[config.mk]
export PLATFORM = sky130hd
export DESIGN_NAME = arya_mem_loader
export DESIGN_NICKNAME = d
export VERILOG_FILES = /design/src/rtl/arya_loader_pkg.sv /design/src/rtl/arya_mem_loader_packer.sv /design/src/rtl/arya_mem_loader.sv
export SDC_FILE = /design/constraint.sdc
export NUM_CORES = 1
export LEC_CHECK = 0
export CORE_MARGIN = 2
export CORE_UTILIZATION = 53
export CTS_BUF_LIST = sky130_fd_sc_hd__clkbuf_8 sky130_fd_sc_hd__clkbuf_16
export DETAILED_ROUTE_END_ITERATION = 10
export PLACE_DENSITY = 0.8
export SYNTH_ARGS = -nofsm -noshare
export SYNTH_HDL_FRONTEND = slang
export SYNTH_SLANG_ARGS = --single-unit
[constraint.sdc]
create_clock -name clk -period 8.55 [get_ports clk]
set_clock_uncertainty 0.2 [all_clocks]
set_input_delay 2.1375 -clock clk [delete_from_list [all_inputs] [get_ports clk]]
set_output_delay 2.1375 -clock clk [all_outputs]
set_load 0.1 [all_outputs]
[src/rtl/arya_loader_pkg.sv]
`default_nettype none
// arya_loader_pkg: shared types and sizes for the arya memory loader.
// Rev 1.0
package arya_loader_pkg;
  localparam int BYTES_PER_WORD = 8;
  localparam int MEM_ADDR_W     = 10;
  localparam int DATA_W         = 64;
  localparam int CNT_W          = 11;

  typedef enum logic [2:0] {
    S_IDLE         = 3'd0,
    S_LOAD_COLLECT = 3'd1,
    S_LOAD_WRITE   = 3'd2,
    S_VER_COLLECT  = 3'd3,
    S_VER_READ     = 3'd4,
    S_VER_CMP      = 3'd5,
    S_DONE         = 3'd6,
    S_FAIL         = 3'd7
  } loader_state_e;
endpackage
`default_nettype wire

[src/rtl/arya_mem_loader_packer.sv]
`default_nettype none
// byte_word_packer: gathers 8 stream bytes into a little-endian 64-bit word.
// Rev 1.0
module byte_word_packer
  import arya_loader_pkg::*;
(
  input  logic              clk,
  input  logic              reset,
  input  logic [7:0]        in_byte,
  input  logic              strobe,
  input  logic              clear,
  output logic [DATA_W-1:0] word,
  output logic              word_full
);

  logic [2:0]        cnt_q, cnt_d;
  logic [DATA_W-1:0] word_q, word_d;

  always_comb begin
    cnt_d  = cnt_q;
    word_d = word_q;
    if (clear) begin
      cnt_d  = '0;
      word_d = '0;
    end else if (strobe) begin
      word_d[{cnt_q, 3'b000} +: 8] = in_byte;
      cnt_d                        = cnt_q + 3'd1;
    end
  end

  always_ff @(posedge clk or posedge reset) begin
    if (reset) begin
      cnt_q  <= '0;
      word_q <= '0;
    end else begin
      cnt_q  <= cnt_d;
      word_q <= word_d;
    end
  end

  // Word includes the byte arriving this cycle so the completed word is usable immediately.
  assign word      = word_d;
  assign word_full = strobe && !clear && (cnt_q == 3'(BYTES_PER_WORD - 1));

endmodule
`default_nettype wire

[src/rtl/arya_mem_loader.sv]
`default_nettype none
// arya_mem_loader: writes a byte-streamed image into arya memory, re-reads it
// against a second pass of the stream and releases cpu_hold once it matches. Rev 1.0
module arya_mem_loader
  import arya_loader_pkg::*;
#(
  parameter int LOAD_WORDS = 1024
) (
  input  logic                  clk,
  input  logic                  reset,
  input  logic                  start,
  input  logic [7:0]            in_data,
  input  logic                  in_valid,
  output logic                  in_ready,
  output logic [MEM_ADDR_W-1:0] mem_addr,
  output logic [DATA_W-1:0]     mem_wdata,
  output logic                  setup_mem,
  output logic                  verify_mem,
  input  logic [DATA_W-1:0]     mem_rdata,
  output logic                  cpu_hold,
  output logic                  done,
  output logic                  error,
  output logic [MEM_ADDR_W-1:0] error_addr
);

  localparam logic [CNT_W-1:0] LAST_ADDR = CNT_W'(LOAD_WORDS - 1);

  loader_state_e         state_q, state_d;
  logic [CNT_W-1:0]      addr_q, addr_d;
  logic [DATA_W-1:0]     mem_wdata_q, mem_wdata_d;
  logic [MEM_ADDR_W-1:0] error_addr_q, error_addr_d;
  logic in_ready_q, in_ready_d;
  logic setup_mem_q, setup_mem_d;
  logic verify_mem_q, verify_mem_d;
  logic cpu_hold_q, cpu_hold_d;
  logic done_q, done_d;
  logic error_q, error_d;

  logic              byte_xfer;
  logic              pack_clear;
  logic              word_full;
  logic [DATA_W-1:0] pack_word;

  assign byte_xfer = in_valid && in_ready_q;

  byte_word_packer u_packer (
    .clk       (clk),
    .reset     (reset),
    .in_byte   (in_data),
    .strobe    (byte_xfer),
    .clear     (pack_clear),
    .word      (pack_word),
    .word_full (word_full)
  );

  always_comb begin
    state_d      = state_q;
    addr_d       = addr_q;
    mem_wdata_d  = mem_wdata_q;
    error_addr_d = error_addr_q;
    error_d      = error_q;
    pack_clear   = 1'b0;

    case (state_q)
      S_IDLE, S_DONE, S_FAIL: begin
        if (start) begin
          state_d    = S_LOAD_COLLECT;
          addr_d     = '0;
          error_d    = 1'b0;
          pack_clear = 1'b1;
        end
      end
      S_LOAD_COLLECT: begin
        if (word_full) begin
          state_d     = S_LOAD_WRITE;
          mem_wdata_d = pack_word;
        end
      end
      S_LOAD_WRITE: begin
        if (addr_q == LAST_ADDR) begin
          addr_d  = '0;
          state_d = S_VER_COLLECT;
        end else begin
          addr_d  = addr_q + 1'b1;
          state_d = S_LOAD_COLLECT;
        end
      end
      S_VER_COLLECT: begin
        if (word_full) state_d = S_VER_READ;
      end
      S_VER_READ: state_d = S_VER_CMP;
      S_VER_CMP: begin
        // Read data returns one cycle after the verify strobe, i.e. now.
        if (mem_rdata != pack_word) begin
          error_addr_d = addr_q[MEM_ADDR_W-1:0];
          error_d      = 1'b1;
          state_d      = S_FAIL;
        end else if (addr_q == LAST_ADDR) begin
          state_d = S_DONE;
        end else begin
          addr_d  = addr_q + 1'b1;
          state_d = S_VER_COLLECT;
        end
      end
      default: state_d = S_IDLE;
    endcase

    // Outputs are registered by decoding the next state.
    in_ready_d   = (state_d == S_LOAD_COLLECT) || (state_d == S_VER_COLLECT);
    setup_mem_d  = (state_d == S_LOAD_WRITE);
    verify_mem_d = (state_d == S_VER_READ);
    done_d       = (state_d == S_DONE);
    cpu_hold_d   = (state_d != S_DONE);
  end

  always_ff @(posedge clk or posedge reset) begin
    if (reset) begin
      state_q      <= S_IDLE;
      addr_q       <= '0;
      mem_wdata_q  <= '0;
      error_addr_q <= '0;
      in_ready_q   <= 1'b0;
      setup_mem_q  <= 1'b0;
      verify_mem_q <= 1'b0;
      cpu_hold_q   <= 1'b1;
      done_q       <= 1'b0;
      error_q      <= 1'b0;
    end else begin
      state_q      <= state_d;
      addr_q       <= addr_d;
      mem_wdata_q  <= mem_wdata_d;
      error_addr_q <= error_addr_d;
      in_ready_q   <= in_ready_d;
      setup_mem_q  <= setup_mem_d;
      verify_mem_q <= verify_mem_d;
      cpu_hold_q   <= cpu_hold_d;
      done_q       <= done_d;
      error_q      <= error_d;
    end
  end

  assign in_ready   = in_ready_q;
  assign mem_addr   = addr_q[MEM_ADDR_W-1:0];
  assign mem_wdata  = mem_wdata_q;
  assign setup_mem  = setup_mem_q;
  assign verify_mem = verify_mem_q;
  assign cpu_hold   = cpu_hold_q;
  assign done       = done_q;
  assign error      = error_q;
  assign error_addr = error_addr_q;

endmodule
`default_nettype wire

# After elaboration in Yosys (flattened, before gate mapping)
# Cells that the tools add are included.
# word_totals
output_inout_bits	90
input_bits	76
reg_bits	161
wordCells	73
# op_classes
n_reduce_logical	14
eq_ne	20
mux	22
n_shift	2
add_sub_neg	3
# ops
operator	count
64-bit two-way mux	2
64-bit bitwise mux	1
64-bit inequality test	1
8-bit by 8-bit variable shift with 64-bit output, first input constant	1
8-bit by 8-bit indexed part select with 64-bit output	1
11-bit two-way mux	4
11-bit case mux with 3 select lines	1
3-bit equality test, second input constant	7
3-bit two-way mux	7
3-bit case mux with 6 select lines	1
3-bit by 2-bit equality test with 1-bit output, second input constant	4
11-bit by 1-bit adder with 11-bit output, second input constant	1
11-bit by 10-bit equality test with 1-bit output, second input constant	1
2-bit inequality test, second input constant	4
6-bit negation with 8-bit output	1
3-bit by 1-bit equality test with 1-bit output, second input constant	2
1-bit two-way mux	4
2-bit AND reduction	2
4-bit AND reduction	1
2-bit nonzero test	2
3-bit by 1-bit adder with 3-bit output, second input constant	1
1-bit logical AND	3
3-bit zero test	1
3-bit inequality test, second input constant	1
other kinds (7)	7

# Depth between registers and ports, before layout
# Gate-level depths: netlist of run 1.
# logic_depth
depth_word	10
ltp_mapped	15
depth_no_buf	13

# By module
# Synthesis of run 1 repeated with hierarchy kept, for this count alone.
# hier_totals
cells_unflattened	656
area_unflattened_um2	7891.3
# modules_own_cells
module	seq_area_each_um2	instances	area_per_inst_um2	cells_each
arya_mem_loader	2353.5	1	4636.9	366
byte_word_packer	1676.6	1	3254.4	290

# Least setup slack after synthesis of run 1
# OpenSTA, ideal clock, no wires.
# synth_path
path_kind	input to register
from	input port in_valid
to	register error_addr_q[0], in the netlist error_addr[0]
slack_ns	3.216
stages	11
path_buffers	2
t_required_ns	8.224
setup_time_ns	0.126
t_arrival_ns	5.008
path_cell_list	buf_4 -> nand4b_4 -> nor3_4 -> mux2i_1 -> a2111oi_2 -> nand4_1 -> or4_4 -> nor4_4 -> nor2_2 -> buf_6 -> mux2_4
# synth_between
elab_chain_cells	5
# synth_lines
element	line_no	text
start: declaration	arya_mem_loader.sv:13	input logic in_valid,
1-bit logical AND	arya_mem_loader.sv:44	assign byte_xfer = in_valid && in_ready_q;
64-bit two-way mux	arya_mem_loader_packer.sv:25	end else if (strobe) begin
64-bit two-way mux	arya_mem_loader_packer.sv:22	if (clear) begin
64-bit inequality test	arya_mem_loader.sv:94	if (mem_rdata != pack_word) begin
2-bit AND reduction (no line)	-	
end signal: assignment	arya_mem_loader.sv:132	error_addr_q <= error_addr_d;
end: declaration	arya_mem_loader.sv:31	logic [MEM_ADDR_W-1:0] error_addr_q, error_addr_d;
# Every way passes these cells.
# A chain may end at the register's enable or synchronous reset.

# Final worst setup path of run 1
# layout_path
from	input port start
to	register error_addr_q[2], in the netlist error_addr[2]
# layout_between
elab_chain_cells	5
# layout_lines
element	line_no	text
start: declaration	arya_mem_loader.sv:11	input logic start,
1-bit two-way mux	arya_mem_loader.sv:66	if (start) begin
1-bit two-way mux	arya_mem_loader.sv:64	case (state_q)
64-bit two-way mux	arya_mem_loader_packer.sv:22	
via pack_word[50]	arya_mem_loader.sv:42	logic [DATA_W-1:0] pack_word;
64-bit inequality test	arya_mem_loader.sv:94	
2-bit AND reduction (no line)	-	
# The timed path passes the listed nets, and every way through them passes these cells.

==> results of run 1 <==
==> area by class of cell <==
type / count / area share, %
Clock buffer: 20 / 4.122
Clock inverter: 12 / 1.304
Inverter: 53 / 1.801
Multi-Input combinational cell: 643 / 39.16
Sequential cell: 161 / 35.60
Tap cell: 220 / 2.431
Timing Repair Buffer: 180 / 15.58
==> cells by family (layout without fill, tap and decap cells) <==
family          after synthesis  after routing  synth area share [%]
simple gates                306            306                 18.99
compound gates              246            246                 18.63
xor+xnor                      2              2                0.1946
fa+ha+maj                     6              6                0.8337
buf+inv                     128            265                 6.114
mux                          83             83                 10.48
flops                       161            161                 44.75
==> power by group through the flow <==
| stage | Sequential (mW) | Clock, mW | Combinational (mW) |
|---|---|---|---|
| global placement | 1.22 | 0 | 2.81 |
| finish | 1.22 | 0.802 | 2.88 |
| global route | 1.25 | 0.840 | 2.98 |
| floorplan | 2.12 | 0 | 1.14 |
| CTS | 1.22 | 0.804 | 2.83 |
| detailed placement | 1.22 | 0 | 2.82 |
==> flip-flops by register name (all words and copies together) (netlist names), 3 cells and up <==
signal / flops
error_addr: 10
u_packer.cnt_q: 3
u_packer.word_q: 64
addr_q: 11
state_q: 3
mem_wdata: 64
==> critical path, stage by stage <==
cell and delay, ns:
sky130_fd_sc_hd__clkdlybuf4s50_1 0.69, sky130_fd_sc_hd__or4b_1 0.58, sky130_fd_sc_hd__nand2_4 0.51, sky130_fd_sc_hd__buf_4 0.38
sky130_fd_sc_hd__a21oi_1 0.14, sky130_fd_sc_hd__a221oi_1 0.59, sky130_fd_sc_hd__nand4_1 0.20, sky130_fd_sc_hd__or4_4 0.62
sky130_fd_sc_hd__nor4_4 0.50, sky130_fd_sc_hd__nor2_2 0.29, sky130_fd_sc_hd__mux2_4 0.35
==> through the flow <==
step	instances	util [%]	power [mW]	worst slack (ns)
final	1289	68.27	4.904	1.647
after global routing	1289	68.27	5.075	1.485
after CTS	1289	68.27	4.852	1.828
after detailed placement	1257	64.57	4.043	1.389
after global placement	1257	64.57	4.024	1.382
after floorplan	932	-	3.262	1.866
==> cells in the final DEF, fill, tap and decap left out, types with 6 or more instances in the layout <==
cell	instances
sky130_fd_sc_hd__nand2b_1	11
sky130_fd_sc_hd__ha_1	6
sky130_fd_sc_hd__nor2b_1	15
sky130_fd_sc_hd__clkbuf_16	17
sky130_fd_sc_hd__inv_1	51
sky130_fd_sc_hd__o21ai_0	49
sky130_fd_sc_hd__clkdlybuf4s50_1	165
sky130_fd_sc_hd__a21oi_1	56
sky130_fd_sc_hd__nor2_1	54
sky130_fd_sc_hd__nor4_1	17
sky130_fd_sc_hd__o32ai_1	6
sky130_fd_sc_hd__nand3_1	50
sky130_fd_sc_hd__a21boi_0	6
sky130_fd_sc_hd__buf_4	15
sky130_fd_sc_hd__a211oi_1	13
sky130_fd_sc_hd__dfrtp_1	160
sky130_fd_sc_hd__and4_1	6
sky130_fd_sc_hd__mux2i_1	20
sky130_fd_sc_hd__mux2_2	54
sky130_fd_sc_hd__nor3_1	24
sky130_fd_sc_hd__a21o_1	8
sky130_fd_sc_hd__nand2_1	44
sky130_fd_sc_hd__o31ai_1	20
sky130_fd_sc_hd__o22ai_1	8
sky130_fd_sc_hd__a2111oi_0	14
sky130_fd_sc_hd__and3_1	28
sky130_fd_sc_hd__o211ai_1	8
sky130_fd_sc_hd__o2111ai_1	6
sky130_fd_sc_hd__mux2_4	9
sky130_fd_sc_hd__nand4_1	19
==> worst max path at each step <==
stage	start	slack [ns]	to
CTS	start	1.83	error_addr[2]
detailed placement	start	1.39	error_addr[2]
global placement	start	1.38	error_addr[3]
floorplan	reset	1.87	addr_q[0]
global route	start	1.48	error_addr[6]
finish	start	1.65	error_addr[2]
==> layer usage <==
| layer | wire length [microns] | GRT usage [%] |
|---|---|---|
| met3 | 3848 | 8.579 |
| met4 | 1489 | 16.49 |
| met5 | 0 | 0 |
| met1 | 13200 | 51.10 |
| met2 | 14180 | 54.02 |
==> reports/metrics.csv, run 1 <==
stage,metric,value,unit
synthesis,synth_top_cell_by_area,sky130_fd_sc_hd__dfrtp_1,
place,post-dp-hpwl,23740,microns
hold_path,hold_start,mem_wdata[0],
timing,setup_total_negative_slack,0,ns
routing,detailedRoute.firstIterationViolations,1118,
worst_setup_path,worst_setup_path_end_kind,flip-flop,
clocking,cts.sinks,161,
clocking,cts_htree_levels,4,
floorplan,chipHeight,134.3,microns
pwr,power.switching,2.647,mW
hold_path,min-delay-path-class,reg -> reg,
timing,final_period_minus_worst_setup_slack,6.903,ns
floorplan,floorplan.initialDensity,54.30,%
routing,drc,0,
pwr,p_int,2.257,mW
synthesis,synth.ff_latch_count,161,
synthesis,yosysTopAreaCellShare,44.46,%
worst_setup_path,timing.setup.critical_path_class,in -> reg,
synthesis,synth.net_count,1014,
synthesis,cells_after_synth,932,
worst_setup_path,rr_endpoint,error_addr[2],
clocking,cts-resized-gates,0,
synthesis,syn-mean-instance-area,9.662,sq um
worst_setup_path,r2r_setup_slack,3.04,ns
layout,num-nets-final,1138,
worst_setup_path,reg2reg_path_depth,13,
layout,drive_gt1_share,12.07,%
place,gp_congestion,1.032,
pwr,clkPwrFrac,16.3,%
floorplan,design.die.area,18050,sq um
clocking,setup_fix_bufs_post_cts,0,
floorplan,num_io_pins,166,
clocking,cts-hold-fix-buffers,0,
routing,wl_per_cell,25.38,microns
timing,maxSlewViolCount,0,
floorplan,die_w,134.3,microns
hold_path,whs_path_depth,2,
worst_setup_path,worstPathArrival,7.02,ns
timing,setup_viol_count_final,0,
layout,layout-area-overhead-vs-synth,25.73,%
layout,multiInputGateArea,4434,sq um
pwr,power.sequential.fraction,24.9,%
clocking,clk_pin_slew,0.06,ns
hold_path,hold_path_end,mem_wdata[0],
global_route,track_usage,36.47,%
routing,drt-total-wl,32720,microns
routing,route.antenna.remaining_nets,0,
synthesis,synth_sequential_area_ratio,44.75,%
timing,maxSlewHeadroom,22.98,%
synthesis,synth.cell_area,9005,sq um
layout,antenna-diode-count,0,
synthesis,synth_enable_flop_cells,0,
synthesis,yosysUniqueCellTypes,74,
worst_setup_path,setup.worst_path.start_class,primary input,
global_route,antenna_found_initial,1,
floorplan,floorplan.rows,47,
clocking,cts_root_buf,sky130_fd_sc_hd__clkbuf_16,
pwr,leakagePower,5.011,nW
clocking,worst_skew_pair.late_latency,0.43,ns
worst_setup_path,critPathRequiredTime,8.66,ns
routing,drtPass1Iterations,6,
global_route,grt_start_max_net_pins,105,
timing,transition_at_the_pin_with_the_smallest_max_transition_slack,1.145,ns
layout,fin_area,11320,sq um
clocking,cts_tree,yes,
run_status,status,"finished, final reports clean",
layout,regArea,4030,sq um
timing,grt_setup_unrepaired,no,
synthesis,ys_warns,0,
pwr,worst_vdd_ir,302.9,uV
timing,hold-worst-slack,0.2868,ns
pwr,powerDensity,433.1,nW/um^2
clocking,max-clock-path-buffers,2,
pwr,comb_power_share,58.7,%
timing,finalHoldViolations,0,
routing,via_count,8685,
timing,max_freq,0.1449,GHz
pwr,power.switching_fraction,53.98,%
layout,num-fill-cells,1311,
worst_setup_path,critical_path.max_fanout,52,
synthesis,ys_dominant_reg_cell,sky130_fd_sc_hd__dfrtp_1,
synthesis,commonest_cells_in_the_synthesized_netlist,"sky130_fd_sc_hd__dfrtp_1 (160), sky130_fd_sc_hd__a21oi_1 (56), sky130_fd_sc_hd__mux2_2 (54), sky130_fd_sc_hd__nor2_1 (54), sky130_fd_sc_hd__inv_1 (52)",
global_route,vias_in_the_first_global_route,8234,
place,numPortBuffers,165,
synthesis,async_flop_share,100.0,%
timing,period_share,80.73,%
global_route,wire_length_of_the_first_global_routing_pass,49540,microns
place,placed_cell_area,10710,sq um
global_route,grt.overflow.total,0,
synthesis,synth.top_cells.by_area,"sky130_fd_sc_hd__dfrtp_1 (44%), sky130_fd_sc_hd__mux2_2 (6.8%), sky130_fd_sc_hd__a21oi_1 (3.1%)",
synthesis,yosysMostFrequentCell,sky130_fd_sc_hd__dfrtp_1,
run,max-cap-violations,0,
floorplan,coreArea,16580,sq um
clocking,number_of_cts_inserted_buffers,17,
routing,via_per_inst,6.738,
worst_setup_path,reg_to_reg_start,u_packer.cnt_q[0],
(Power assumes the default switching activity.)
==> run 2: changes to the inputs <==
--- a/config.mk
+++ b/config.mk
@@ -6,10 +6,10 @@
 export NUM_CORES = 1
 export LEC_CHECK = 0
 export CORE_MARGIN = 2
-export CORE_UTILIZATION = 53
+export CORE_UTILIZATION = 48
 export CTS_BUF_LIST = sky130_fd_sc_hd__clkbuf_8 sky130_fd_sc_hd__clkbuf_16
 export DETAILED_ROUTE_END_ITERATION = 10
-export PLACE_DENSITY = 0.8
+export PLACE_DENSITY = 0.76
 export SYNTH_ARGS = -nofsm -noshare
 export SYNTH_HDL_FRONTEND = slang
 export SYNTH_SLANG_ARGS = --single-unit
==> constraint.sdc (replaced) <==
create_clock -name clk -period 5.9 [get_ports clk]
set_clock_uncertainty 0.2 [all_clocks]
set_input_delay 1.475 -clock clk [delete_from_list [all_inputs] [get_ports clk]]
set_output_delay 1.475 -clock clk [all_outputs]
set_load 0.1 [all_outputs]
==> run 2 against run 1 <==
Worst hold slack worse by 0.0098 ns. Via count is 1.1% higher. Critical path depth decreased by 1. Sequential share of layout area is 1.3 points lower. Sequential power up 45%. Global-route usage down 2.3 points. Clock power increased by 55%. Count of clock-buffer cells in the layout shrank 3. Total power is 49% higher. Critical path type unchanged.
==> reports/metrics.csv, run 2 (synthesis gave the netlist of run 1 again) <==
stage,metric,value,unit,change
run_status,status,"finished, final reports clean",,
routing,via_count,8778,,+1.1%
hold_path,whs_path_depth,2,,unchanged
floorplan,design.die.area,19870,sq um,+10%
layout,drive_gt1_share,15.68,%,+3.6 points
layout,num-fill-cells,1535,,+17%
routing,drtPass1Iterations,6,,unchanged
worst_setup_path,setup.worst_path.start_class,primary input,,
global_route,vias_in_the_first_global_route,8206,,-0.34%
timing,transition_at_the_pin_with_the_smallest_max_transition_slack,1.037,ns,-0.1074 ns
clocking,max-clock-path-buffers,2,,unchanged
pwr,leakagePower,5.266,nW,+5.1%
pwr,clkPwrFrac,17.0,%,+0.7 points
timing,hold-worst-slack,0.2770,ns,-0.009788 ns
layout,most_common_cell_after_layout_fill_and_taps_aside,sky130_fd_sc_hd__clkdlybuf4s50_1,,
place,post-dp-hpwl,25370,microns,+6.8%
worst_setup_path,cp-startpoint,in_valid,,
pwr,comb_power_share,58.8,%,about the same
global_route,grt_start_max_net_pins,60,,-43%
global_route,antenna_found_initial,0,,-1
routing,drt-total-wl,33760,microns,+3.2%
pwr,worst_vdd_ir,471.7,uV,+56%
layout,layout_common_cells,"sky130_fd_sc_hd__clkdlybuf4s50_1 (165), sky130_fd_sc_hd__dfrtp_1 (160), sky130_fd_sc_hd__buf_4 (59), sky130_fd_sc_hd__a21oi_1 (56)",,
clocking,cts-resized-gates,0,,unchanged
floorplan,floorplan.initialDensity,48.46,%,-5.8 points
layout,num-nets-final,1185,,+4.1%
place,numPortBuffers,165,,unchanged
routing,route.antenna.remaining_nets,0,,unchanged
global_route,grt.overflow.total,0,,unchanged
layout,finish.cell_count_without_fillers,1350,,+4.7%
hold_path,hold_start,mem_wdata[52],,
global_route,track_usage,34.20,%,-2.3 points
worst_setup_path,cp-endpoint,error_addr[6],,
pwr,power.switching_fraction,53.22,%,-0.76 points
pwr,power.sequential.fraction,24.2,%,-0.7 points
routing,via_per_inst,6.502,,-3.5%
pwr,powerDensity,620.4,nW/um^2,+43%
timing,grt_setup_unrepaired,no,,
floorplan,coreArea,18580,sq um,+12%
worst_setup_path,timing.setup.critical_path_class,in -> reg,,
clocking,cts-hold-fix-buffers,0,,unchanged
worst_setup_path,critical_path.max_fanout,13,,-75%
place,gp_congestion,1.053,,+2.1%
timing,setup_total_negative_slack,0,ns,unchanged
pwr,p_int,3.411,mW,+51%
place,dp_cells,1318,,+4.9%
floorplan,num_io_pins,166,,unchanged
clocking,clk_pin_slew,0.07,ns,about the same
floorplan,die_w,141.0,microns,+4.9%
worst_setup_path,worstPathArrival,5.50,ns,-1.52 ns
worst_setup_path,rr_endpoint,error_addr[6],,
clocking,setup_fix_bufs_post_cts,0,,unchanged
worst_setup_path,reg_to_reg_start,u_packer.cnt_q[0],,
clocking,cts_tree,yes,,
worst_setup_path,critPathRequiredTime,6.03,ns,-2.63 ns
worst_setup_path,worst_setup_path_end_kind,flip-flop,,
hold_path,min-delay-path-class,reg -> reg,,
clocking,number_of_cts_inserted_buffers,17,,unchanged
layout,antenna-diode-count,0,,unchanged
layout,layout-area-overhead-vs-synth,30.51,%,
pwr,post-layout-total-power,7.292,mW,+49%
worst_setup_path,reg2reg_path_depth,12,,-1
routing,drc,0,,unchanged
clocking,worst_skew_pair.late_latency,0.45,ns,+0.02 ns
floorplan,chipHeight,141.0,microns,+4.9%
routing,detailedRoute.firstIterationViolations,1176,,+5.2%
timing,period_share,90.99,%,
timing,setup_viol_count_final,0,,unchanged
pwr,power.switching,3.880,mW,+47%
timing,final_period_minus_worst_setup_slack,5.368,ns,
run,max-cap-violations,0,,unchanged
clocking,cts.sinks,161,,unchanged
global_route,wire_length_of_the_first_global_routing_pass,51130,microns,+3.2%
timing,maxSlewViolCount,0,,unchanged
routing,wl_per_cell,25.01,microns,-1.5%
clocking,cts_root_buf,sky130_fd_sc_hd__clkbuf_16,,
worst_setup_path,r2r_setup_slack,0.83,ns,-2.21 ns
timing,maxSlewHeadroom,30.63,%,+7.6 points
timing,finalHoldViolations,0,,unchanged
timing,max_freq,0.1863,GHz,
clocking,cts_htree_levels,4,,unchanged
floorplan,floorplan.rows,50,,+6.4%
run 2: cell count changes in the layout (fill, tap and decap cells not counted), moves of 2 or more:
cell                        before  now
sky130_fd_sc_hd__buf_12          0    3
sky130_fd_sc_hd__clkinv_4        4    2
sky130_fd_sc_hd__clkbuf_8        3    0
sky130_fd_sc_hd__inv_6           4    7
sky130_fd_sc_hd__bufinv_16       2    4
sky130_fd_sc_hd__buf_4          15   59
run 2: how the worst min path moves through the flow:
stage	end
finish	mem_wdata[52]
global placement	mem_wdata[12]
CTS	mem_wdata[1]
floorplan	addr_q[10]
detailed placement	mem_wdata[1]
global route	mem_wdata[12]
run 2: stage by stage:
step	setup WS, ns	cell area, sq um	utilization, %
2_1_floorplan	1.228	9009	-
4_1_cts	0.5484	11750	63.25
3_5_place_dp	0.1135	11110	59.80
5_1_grt	0.2366	11750	63.25
3_3_place_gp	0.1869	11110	59.80
6_report	0.5318	11750	63.25
run 2: cell type report:
class | count | area [sq um] | share of cell area [%]
multi-input combinational | 643 | 4432 | 37.71
sequential | 161 | 4030 | 34.29
timing repair buffer | 227 | 2155 | 18.33
clock buffer | 17 | 425.4 | 3.620
tap | 234 | 292.8 | 2.491
clock inverter | 15 | 215.2 | 1.831
inverter | 53 | 202.7 | 1.725
run 2: power groups by stage:
| stage | combinational, mW | sequential, mW | clock, mW |
|---|---|---|---|
| final | 4.29 | 1.77 | 1.24 |
| after detailed placement | 4.22 | 1.77 | 0 |
| after global placement | 4.20 | 1.77 | 0 |
| after CTS | 4.23 | 1.76 | 1.23 |
| after floorplan | 1.65 | 3.08 | 0 |
| after global routing | 4.46 | 1.82 | 1.28 |
run 2: worst max-delay path: stages:
cell and delay [ns]:
sky130_fd_sc_hd__clkdlybuf4s50_1 0.68, sky130_fd_sc_hd__and4b_1 0.64, sky130_fd_sc_hd__nand3_1 0.23, sky130_fd_sc_hd__and3_1 0.22, sky130_fd_sc_hd__a2111oi_0 0.54, sky130_fd_sc_hd__nand4_1 0.25
sky130_fd_sc_hd__or4_4 0.61, sky130_fd_sc_hd__nor4_4 0.29, sky130_fd_sc_hd__nor2_2 0.21, sky130_fd_sc_hd__mux2_4 0.33
run 2: per-layer routing:
layer	wire, microns	global-route usage [%]	part of all wire [%]	vias to the layer above
li1	-	-	-	3827
met1	14020	48.47	42	4225
met2	14750	51.30	44	602
met3	3523	7.235	10	124
met4	1471	14.05	4.4	0
met5	0	0	0	-
==> run 3: changes to the inputs <==
--- a/config.mk
+++ b/config.mk
@@ -8,6 +8,7 @@
 export CORE_MARGIN = 2
 export CORE_UTILIZATION = 48
 export CTS_BUF_LIST = sky130_fd_sc_hd__clkbuf_8 sky130_fd_sc_hd__clkbuf_16
+export CTS_CLUSTER_DIAMETER = 200
 export DETAILED_ROUTE_END_ITERATION = 10
 export PLACE_DENSITY = 0.76
 export SYNTH_ARGS = -nofsm -noshare
==> results of run 3 <==
No change in the layout: final DEF, timing and power equal those of run 2.
